`src/rtl/bus_busy_handshake_if.sv`:
```
// -----------------------------------------------------------------------------
// bus_busy_handshake_if
// Groups the signals of bus_busy_handshake that are not clock or reset.
//   bus side  : pulsed bus_we_i / bus_we_ram_i / bus_address_i / bus_data_i in,
//               bus_data_o and module_busy_o back to the bus_cdc destination.
//   peripheral: per_req_o / per_we_o / per_addr_o / per_wdata_o / per_be_o out,
//               per_ack_i / per_rdata_i in.
//   status    : sticky timeout_o / overrun_o, cleared by flags_clr_i.
// Signal suffixes are seen from the adapter ("slave") side.
// -----------------------------------------------------------------------------
interface bus_busy_handshake_if #(
    parameter int unsigned AddressWidth = 32,
    parameter int unsigned DataWidth    = 32
) ();
    logic                    bus_we_i;
    logic [3:0]              bus_we_ram_i;
    logic [AddressWidth-1:0] bus_address_i;
    logic [DataWidth-1:0]    bus_data_i;
    logic [DataWidth-1:0]    bus_data_o;
    logic                    module_busy_o;

    logic                    per_req_o;
    logic                    per_we_o;
    logic [AddressWidth-1:0] per_addr_o;
    logic [DataWidth-1:0]    per_wdata_o;
    logic [3:0]              per_be_o;
    logic                    per_ack_i;
    logic [DataWidth-1:0]    per_rdata_i;

    logic                    timeout_o;
    logic                    overrun_o;
    logic                    flags_clr_i;

    // Adapter side.
    modport slave (
        input  bus_we_i, bus_we_ram_i, bus_address_i, bus_data_i,
        input  per_ack_i, per_rdata_i, flags_clr_i,
        output bus_data_o, module_busy_o,
        output per_req_o, per_we_o, per_addr_o, per_wdata_o, per_be_o,
        output timeout_o, overrun_o
    );

    // Bus master plus peripheral, i.e. everything around the adapter.
    modport master (
        output bus_we_i, bus_we_ram_i, bus_address_i, bus_data_i,
        output per_ack_i, per_rdata_i, flags_clr_i,
        input  bus_data_o, module_busy_o,
        input  per_req_o, per_we_o, per_addr_o, per_wdata_o, per_be_o,
        input  timeout_o, overrun_o
    );
endinterface

```
`src/rtl/bus_busy_handshake.sv`:
```
// -----------------------------------------------------------------------------
// bus_busy_handshake
// Module-side adapter in a synchronized bus_cdc destination domain. A single-
// cycle bus pulse that hits [BaseAddress, EndAddress] starts a level req/ack
// handshake to a slow peripheral. module_busy_o stays high until the access
// completes (ack or timeout), and bus_data_o holds the read result after the
// busy falling edge so bus_cdc can sample it.
// Ports:
//   clk_i      destination-domain clock
//   reset_n_i  asynchronous active-low reset
//   bus        bus_busy_handshake_if.slave (bus, peripheral and flag signals)
// -----------------------------------------------------------------------------
module bus_busy_handshake #(
    parameter int unsigned                AddressWidth  = 32,
    parameter int unsigned                DataWidth     = 32,
    parameter logic [AddressWidth-1:0]    BaseAddress   = 'h0000_9000,
    parameter logic [AddressWidth-1:0]    EndAddress    = 'h0000_90FF,
    parameter int unsigned                TimeoutCycles = 255,
    parameter logic [DataWidth-1:0]       TimeoutData   = 'hDEAD_BEEF
) (
    input logic                clk_i,
    input logic                reset_n_i,
    bus_busy_handshake_if.slave bus
);

    // A zero TimeoutCycles disables expiry; keep at least one counter bit.
    localparam int unsigned CntWidth = (TimeoutCycles > 0) ? $clog2(TimeoutCycles + 1) : 1;
    localparam logic [CntWidth-1:0] TimeoutLast =
        CntWidth'((TimeoutCycles > 0) ? TimeoutCycles - 1 : 0);
    localparam bit TimeoutEnabled = (TimeoutCycles > 0);

    typedef enum logic {
        IDLE = 1'b0,
        REQ  = 1'b1
    } state_e;

    state_e                  state_q, state_d;
    logic [AddressWidth-1:0] prev_addr_q, prev_addr_d;
    logic [AddressWidth-1:0] addr_q, addr_d;
    logic [DataWidth-1:0]    wdata_q, wdata_d;
    logic [3:0]              be_q, be_d;
    logic                    we_q, we_d;
    logic [DataWidth-1:0]    rdata_q, rdata_d;
    logic [CntWidth-1:0]     cnt_q, cnt_d;
    logic                    timeout_q, timeout_d;
    logic                    overrun_q, overrun_d;

    logic hit;
    logic is_write;
    logic expire;
    logic done;
    logic busy;

    // -------------------------------------------------------------------------
    // Request detect. The address is zero between pulses, so comparing against
    // last cycle's address turns a pulse into exactly one hit.
    // -------------------------------------------------------------------------
    always_comb begin
        hit      = (bus.bus_address_i >= BaseAddress) &&
                   (bus.bus_address_i <= EndAddress)  &&
                   (bus.bus_address_i != prev_addr_q);
        is_write = bus.bus_we_i | (|bus.bus_we_ram_i);
        expire   = TimeoutEnabled && (cnt_q == TimeoutLast);
        // Ack wins over a coincident expiry.
        done     = (state_q == REQ) && (bus.per_ack_i || expire);
    end

    // -------------------------------------------------------------------------
    // FSM: state register
    // -------------------------------------------------------------------------
    // NOTE: sequential state uses non-blocking assignments so every flop samples
    // the values from before this edge, independent of process ordering.
    always_ff @(posedge clk_i or negedge reset_n_i) begin
        if (!reset_n_i) begin
            state_q <= IDLE;
        end else begin
            state_q <= state_d;
        end
    end

    // -------------------------------------------------------------------------
    // FSM: next state
    // -------------------------------------------------------------------------
    // NOTE: every combinational output gets a default first so no path through
    // the block leaves it unassigned, which would infer a latch.
    always_comb begin
        state_d = state_q;
        unique case (state_q)
            IDLE: if (hit)  state_d = REQ;
            REQ:  if (done) state_d = IDLE;
            default:        state_d = IDLE;
        endcase
    end

    // -------------------------------------------------------------------------
    // FSM: outputs. Busy and req are decoded straight from the state flop so a
    // reset drops them asynchronously.
    // -------------------------------------------------------------------------
    always_comb begin
        busy = (state_q == REQ);
    end

    // -------------------------------------------------------------------------
    // Datapath next values
    // -------------------------------------------------------------------------
    always_comb begin
        prev_addr_d = bus.bus_address_i;
        addr_d      = addr_q;
        wdata_d     = wdata_q;
        be_d        = be_q;
        we_d        = we_q;
        rdata_d     = rdata_q;
        cnt_d       = cnt_q;
        timeout_d   = timeout_q;
        overrun_d   = overrun_q;

        if (state_q == IDLE) begin
            // Counter sits at zero so the first REQ cycle sees count 0.
            cnt_d = '0;
            if (hit) begin
                addr_d  = bus.bus_address_i - BaseAddress;
                wdata_d = bus.bus_data_i;
                we_d    = is_write;
                be_d    = (|bus.bus_we_ram_i) ? bus.bus_we_ram_i : 4'hF;
                rdata_d = '0;
            end
        end else begin
            if (cnt_q != '1) begin
                cnt_d = cnt_q + CntWidth'(1);
            end
            if (done) begin
                if (we_q) begin
                    rdata_d = '0;
                end else if (bus.per_ack_i) begin
                    rdata_d = bus.per_rdata_i;
                end else begin
                    rdata_d = TimeoutData;
                end
            end
        end

        // Sticky flags: a clear is applied first so a same-cycle set wins.
        if (bus.flags_clr_i) begin
            timeout_d = 1'b0;
            overrun_d = 1'b0;
        end
        if (done && !bus.per_ack_i) begin
            timeout_d = 1'b1;
        end
        if ((state_q == REQ) && hit) begin
            overrun_d = 1'b1;
        end
    end

    always_ff @(posedge clk_i or negedge reset_n_i) begin
        if (!reset_n_i) begin
            prev_addr_q <= '0;
            addr_q      <= '0;
            wdata_q     <= '0;
            be_q        <= '0;
            we_q        <= 1'b0;
            rdata_q     <= '0;
            cnt_q       <= '0;
            timeout_q   <= 1'b0;
            overrun_q   <= 1'b0;
        end else begin
            prev_addr_q <= prev_addr_d;
            addr_q      <= addr_d;
            wdata_q     <= wdata_d;
            be_q        <= be_d;
            we_q        <= we_d;
            rdata_q     <= rdata_d;
            cnt_q       <= cnt_d;
            timeout_q   <= timeout_d;
            overrun_q   <= overrun_d;
        end
    end

    assign bus.module_busy_o = busy;
    assign bus.per_req_o     = busy;
    assign bus.per_we_o      = we_q;
    assign bus.per_addr_o    = addr_q;
    assign bus.per_wdata_o   = wdata_q;
    assign bus.per_be_o      = be_q;
    assign bus.bus_data_o    = rdata_q;
    assign bus.timeout_o     = timeout_q;
    assign bus.overrun_o     = overrun_q;

endmodule

```
`src/flat_wrapper.sv`:
```
// flat-port wrapper written by rule: the top's interface ports become plain ports
module bus_busy_handshake_flat 
#(
    parameter int unsigned                AddressWidth  = 32,
    parameter int unsigned                DataWidth     = 32,
    parameter logic [AddressWidth-1:0]    BaseAddress   = 'h0000_9000,
    parameter logic [AddressWidth-1:0]    EndAddress    = 'h0000_90FF,
    parameter int unsigned                TimeoutCycles = 255,
    parameter logic [DataWidth-1:0]       TimeoutData   = 'hDEAD_BEEF
)
  (clk_i, reset_n_i, bus_bus_we_i, bus_bus_we_ram_i, bus_bus_address_i, bus_bus_data_i, bus_per_ack_i, bus_per_rdata_i, bus_flags_clr_i, bus_bus_data_o, bus_module_busy_o, bus_per_req_o, bus_per_we_o, bus_per_addr_o, bus_per_wdata_o, bus_per_be_o, bus_timeout_o, bus_overrun_o);
  bus_busy_handshake_if #(.AddressWidth(AddressWidth), .DataWidth(DataWidth)) bus_i ();
  input logic clk_i;
  input logic reset_n_i;
  input wire logic [$bits(bus_i.bus_we_i)-1:0] bus_bus_we_i;
  input wire logic [$bits(bus_i.bus_we_ram_i)-1:0] bus_bus_we_ram_i;
  input wire logic [$bits(bus_i.bus_address_i)-1:0] bus_bus_address_i;
  input wire logic [$bits(bus_i.bus_data_i)-1:0] bus_bus_data_i;
  input wire logic [$bits(bus_i.per_ack_i)-1:0] bus_per_ack_i;
  input wire logic [$bits(bus_i.per_rdata_i)-1:0] bus_per_rdata_i;
  input wire logic [$bits(bus_i.flags_clr_i)-1:0] bus_flags_clr_i;
  output wire logic [$bits(bus_i.bus_data_o)-1:0] bus_bus_data_o;
  output wire logic [$bits(bus_i.module_busy_o)-1:0] bus_module_busy_o;
  output wire logic [$bits(bus_i.per_req_o)-1:0] bus_per_req_o;
  output wire logic [$bits(bus_i.per_we_o)-1:0] bus_per_we_o;
  output wire logic [$bits(bus_i.per_addr_o)-1:0] bus_per_addr_o;
  output wire logic [$bits(bus_i.per_wdata_o)-1:0] bus_per_wdata_o;
  output wire logic [$bits(bus_i.per_be_o)-1:0] bus_per_be_o;
  output wire logic [$bits(bus_i.timeout_o)-1:0] bus_timeout_o;
  output wire logic [$bits(bus_i.overrun_o)-1:0] bus_overrun_o;
  assign bus_i.bus_we_i = bus_bus_we_i;
  assign bus_i.bus_we_ram_i = bus_bus_we_ram_i;
  assign bus_i.bus_address_i = bus_bus_address_i;
  assign bus_i.bus_data_i = bus_bus_data_i;
  assign bus_i.per_ack_i = bus_per_ack_i;
  assign bus_i.per_rdata_i = bus_per_rdata_i;
  assign bus_i.flags_clr_i = bus_flags_clr_i;
  assign bus_bus_data_o = bus_i.bus_data_o;
  assign bus_module_busy_o = bus_i.module_busy_o;
  assign bus_per_req_o = bus_i.per_req_o;
  assign bus_per_we_o = bus_i.per_we_o;
  assign bus_per_addr_o = bus_i.per_addr_o;
  assign bus_per_wdata_o = bus_i.per_wdata_o;
  assign bus_per_be_o = bus_i.per_be_o;
  assign bus_timeout_o = bus_i.timeout_o;
  assign bus_overrun_o = bus_i.overrun_o;
  bus_busy_handshake #(.AddressWidth(AddressWidth), .DataWidth(DataWidth), .BaseAddress(BaseAddress), .EndAddress(EndAddress), .TimeoutCycles(TimeoutCycles), .TimeoutData(TimeoutData)) u_core (.clk_i(clk_i), .reset_n_i(reset_n_i), .bus(bus_i));
endmodule
```
`config.mk`:
```
export PLATFORM = sky130hd
export DESIGN_NAME = bus_busy_handshake_flat
export DESIGN_NICKNAME = d
export VERILOG_FILES = /design/src/rtl/bus_busy_handshake_if.sv /design/src/rtl/bus_busy_handshake.sv /design/src/flat_wrapper.sv
export SDC_FILE = /design/constraint.sdc
export NUM_CORES = 1
export LEC_CHECK = 0
export CAP_MARGIN = 15
export CORE_AREA = 2 2 118 120
export DETAILED_ROUTE_END_ITERATION = 7
export DIE_AREA = 0 0 120 122
export PLACE_DENSITY = 0.87
export RECOVER_POWER = 25
export REMOVE_ABC_BUFFERS = 1
export SLEW_MARGIN = 10
export SYNTH_ARGS = -nofsm -noshare
export SYNTH_HDL_FRONTEND = slang
export SYNTH_SLANG_ARGS = --single-unit
```
`constraint.sdc`:
```
create_clock -name clk_i -period 2.1 [get_ports clk_i]
set_input_delay 0.21 -clock clk_i [delete_from_list [all_inputs] [get_ports clk_i]]
set_output_delay 0.21 -clock clk_i [all_outputs]
set_load 0.02 [all_outputs]
```
==> flow_metrics.tcl <==
set metrics [dict create \
    yosysSeqAreaShare_pct 61.1 \
    holdCritPathClass "in -> reg" \
    yosys_warnings 0 \
    rsz0062_at_grt "true" \
    path_clk_slew_ps 60 \
    htreeDepth 4 \
    reg2reg_depth 9 \
    grt_pass1_vias 5070 \
    min_path_cells 1 \
    arrival_ps 2490 \
    fin_crit_ps 2200 \
    wirelength_mm 17.4 \
    routed.top_layer "met4" \
    synth_cell_types 43 \
    whs_ps 123 \
    avgRoutedWirePerCell_um 18.4 \
    rrSetupSlack_ps -100 \
    power.density_nw_per_um2 638 \
    dr.pass1.iters 7 \
    die_h_um 122 \
    async_reset_ff_share_pct 100 \
    gp_congestion 0.830 \
    cts_buffers 17 \
    crit_fanout 5 \
    violations "max-capacitance violations, max-slew violations, negative setup slack" \
    leakagePower_uw 0.00435 \
    clockBufferDepth 2 \
    final_cell_area_um2 9840 \
    skew_ps 11.0 \
    placed_area_um2 8570 \
    wl_met1_mm 6.97 \
    grt.total_usage_pct 23.0 \
    syn_inst 471 \
    fin_ws_ps -103 \
    synth_top_area_share_pct 61.1 \
    synth_area_um2 5900 \
    r2r-end "u_core.bus.per_wdata_o[9]" \
    cap_violations 1 \
    slew_headroom_pct -5.14 \
    power_frac_clock_pct 47.1 \
    insertion_delay_ps 410 \
    antenna_left 0 \
    met2_length_mm 9.07 \
    power_switching_uw 1350 \
    fillers 861 \
    initial_core_util_pct 43.7 \
    via_per_inst 5.08 \
    area.growth.synth_to_final_pct 66.7 \
    grt_max_degree 66 \
    internal_power_uw 4920 \
    tightest_slew_ps 1580 \
    wl_met3_um 943 \
    grt_overflow 0 \
    cp.required_ps 2390 \
    start_kind "flop" \
    drc 0 \
    setup_viol_count_final 82 \
    antenna_found_initial 1 \
    power_frac_seq_pct 45.1 \
    end_kind "flop" \
    synth_edf_count 0 \
    core-area_um2 13500 \
    synth.area.top_cells "dfrtp_1, mux2_1, xnor2_1" \
    vias 4809 \
    tritoncts "yes" \
    multi_input_area_um2 2410 \
    hpwl_mm 10.7 \
    final_util_pct 72.8 \
    synth_area_leader_cell "dfrtp_1" \
    layout.cells.most_common "clkdlybuf4s50_1" \
    ir_worst_vdd_mv 0.455 \
    synth_ff_type "dfrtp_1" \
    grt_pass1_wl_mm 26.0 \
    ff_latch_area_um2 3600 \
    critPathLaunch "u_core.prev_addr_q[7]" \
    rows 43 \
    min_period_over_period_pct 105 \
    finalHoldViolations 0 \
    io_pins 210 \
    outcome "finished, violations left" \
    combPwrFrac_pct 7.8 \
    ys_ff_latch 144 \
    die_width_um 120 \
    io_buffers 209 \
    layout_common_cells "clkdlybuf4s50_1, dfrtp_1, nand2_1" \
    worstSetupPathType "reg -> reg" \
    crit_path_end "u_core.bus.per_wdata_o[9]" \
    slew_violations 26 \
    worstReg2RegStart "u_core.prev_addr_q[7]" \
    drt_iter0_drc 253 \
    syn_area_per_cell_um2 12.5 \
    final_nets 862 \
    root_buffer "clkbuf_16" \
    p_sw_share_pct 21.5 \
    drive_gt1_share_pct 22.5 \
    dieArea_um2 14600 \
    cts.sinks 144 \
    timing.fmax_mhz 454 \
]
==> worst min-delay path by stage <==
stage | start | end | slack, ps
floorplan | reset_n_i | u_core.bus.bus_data_o[0] | -90
CTS | bus_bus_address_i[15] | u_core.prev_addr_q[15] | 90
finish | bus_bus_address_i[19] | u_core.prev_addr_q[19] | 120
detailed placement | reset_n_i | u_core.bus.per_wdata_o[9] | 90
global route | bus_bus_address_i[14] | u_core.prev_addr_q[14] | 110
global placement | reset_n_i | u_core.bus.per_wdata_o[9] | 90
==> final cells by class <==
type | instances | area share (%)
clock inverters | 10 | 1.11
diodes | 1 | 0.0254
well taps | 180 | 2.29
clock buffers | 22 | 4.82
multi-input cells | 276 | 24.5
inverters | 29 | 1.11
repair buffers | 285 | 29.5
flip-flops and latches | 144 | 36.6
==> worst max-delay path: stages, from the launching register on <==
cell and delay (ps):
dfrtp_1 400, xnor2_2 160, nand4_1 140, nor4_2 60, buf_4 150, a2111oi_4 390
buf_4 180, buf_8 120, clkbuf_16 150, mux2_1 320
==> registers in the layout (all words and copies together), names as in the netlist <==
signal,count
u_core.bus.bus_data_o,32
u_core.bus.module_busy_o,1
u_core.bus.overrun_o,1
u_core.bus.per_addr_o,32
u_core.bus.per_be_o,4
u_core.bus.per_wdata_o,32
u_core.bus.per_we_o,1
u_core.bus.timeout_o,1
u_core.cnt_q,8
u_core.prev_addr_q,32
==> synthesized netlist by cell type, types with 2 or more instances <==
master	number
and3_1	2
a31oi_1	3
o21ai_0	11
nand4_1	12
a21oi_1	2
mux2_1	33
buf_2	2
mux2_2	13
nor2b_1	28
xnor2_1	36
nor2_1	5
and4_1	2
or4_1	2
clkbuf_1	9
nor3b_1	3
o22ai_1	24
inv_1	29
buf_4	9
nor4_1	7
ha_1	4
nand2_1	46
mux2i_1	23
and2_1	3
dfrtp_1	144
==> stage by stage <==
stage                     setup slack, ps  cells  power (uW)  TNS, ps
after floorplan                     -6060    449        2980  -585430
after global placement               -770    892        3340   -74430
after detailed placement             -927    892        3360   -85130
after CTS                           -60.5    936        6310     -708
after global routing                 -163    947        6490   -10870
final                                -103    947        6270    -4340
==> power groups by stage <==
stage               Sequential [uW]  Combinational [uW]  Clock, uW
floorplan                      2880                 101          0
global placement               2870                 469          0
detailed placement             2880                 484          0
CTS                            2830                 491       2990
global route                   2830                 527       3130
finish                         2830                 489       2950
==> kinds of logic after synthesis <==
logic type,after synthesis,share of synthesized area (%)
DFF,144,61.1
and+or+nand+nor,115,10.2
muxes,69,12.7
AOI/OAI and AO/OA,51,5.73
buffers and inverters,51,3.99
xor gates and xnor gates,37,5.49
adders and majority gates,4,0.848
==> routing by layer <==
metal  up-vias  track usage [%]
met3        30             5.62
li1       2186                -
met5         -                0
met1      2412             28.3
met2       181             39.2
met4         0             8.68
==> what timing repair did <==
action | CTS | global route
setup buffers | 8 | 5
endpoints found under the setup margin | 101 | 97
pin swaps | 11 | 7
hold endpoints to repair | 35 | 0
resized for setup | 80 | 52
gates cloned | 3 | 6
hold buffers | 1 | 0
No activity file was read; power rests on OpenSTA's default activity.
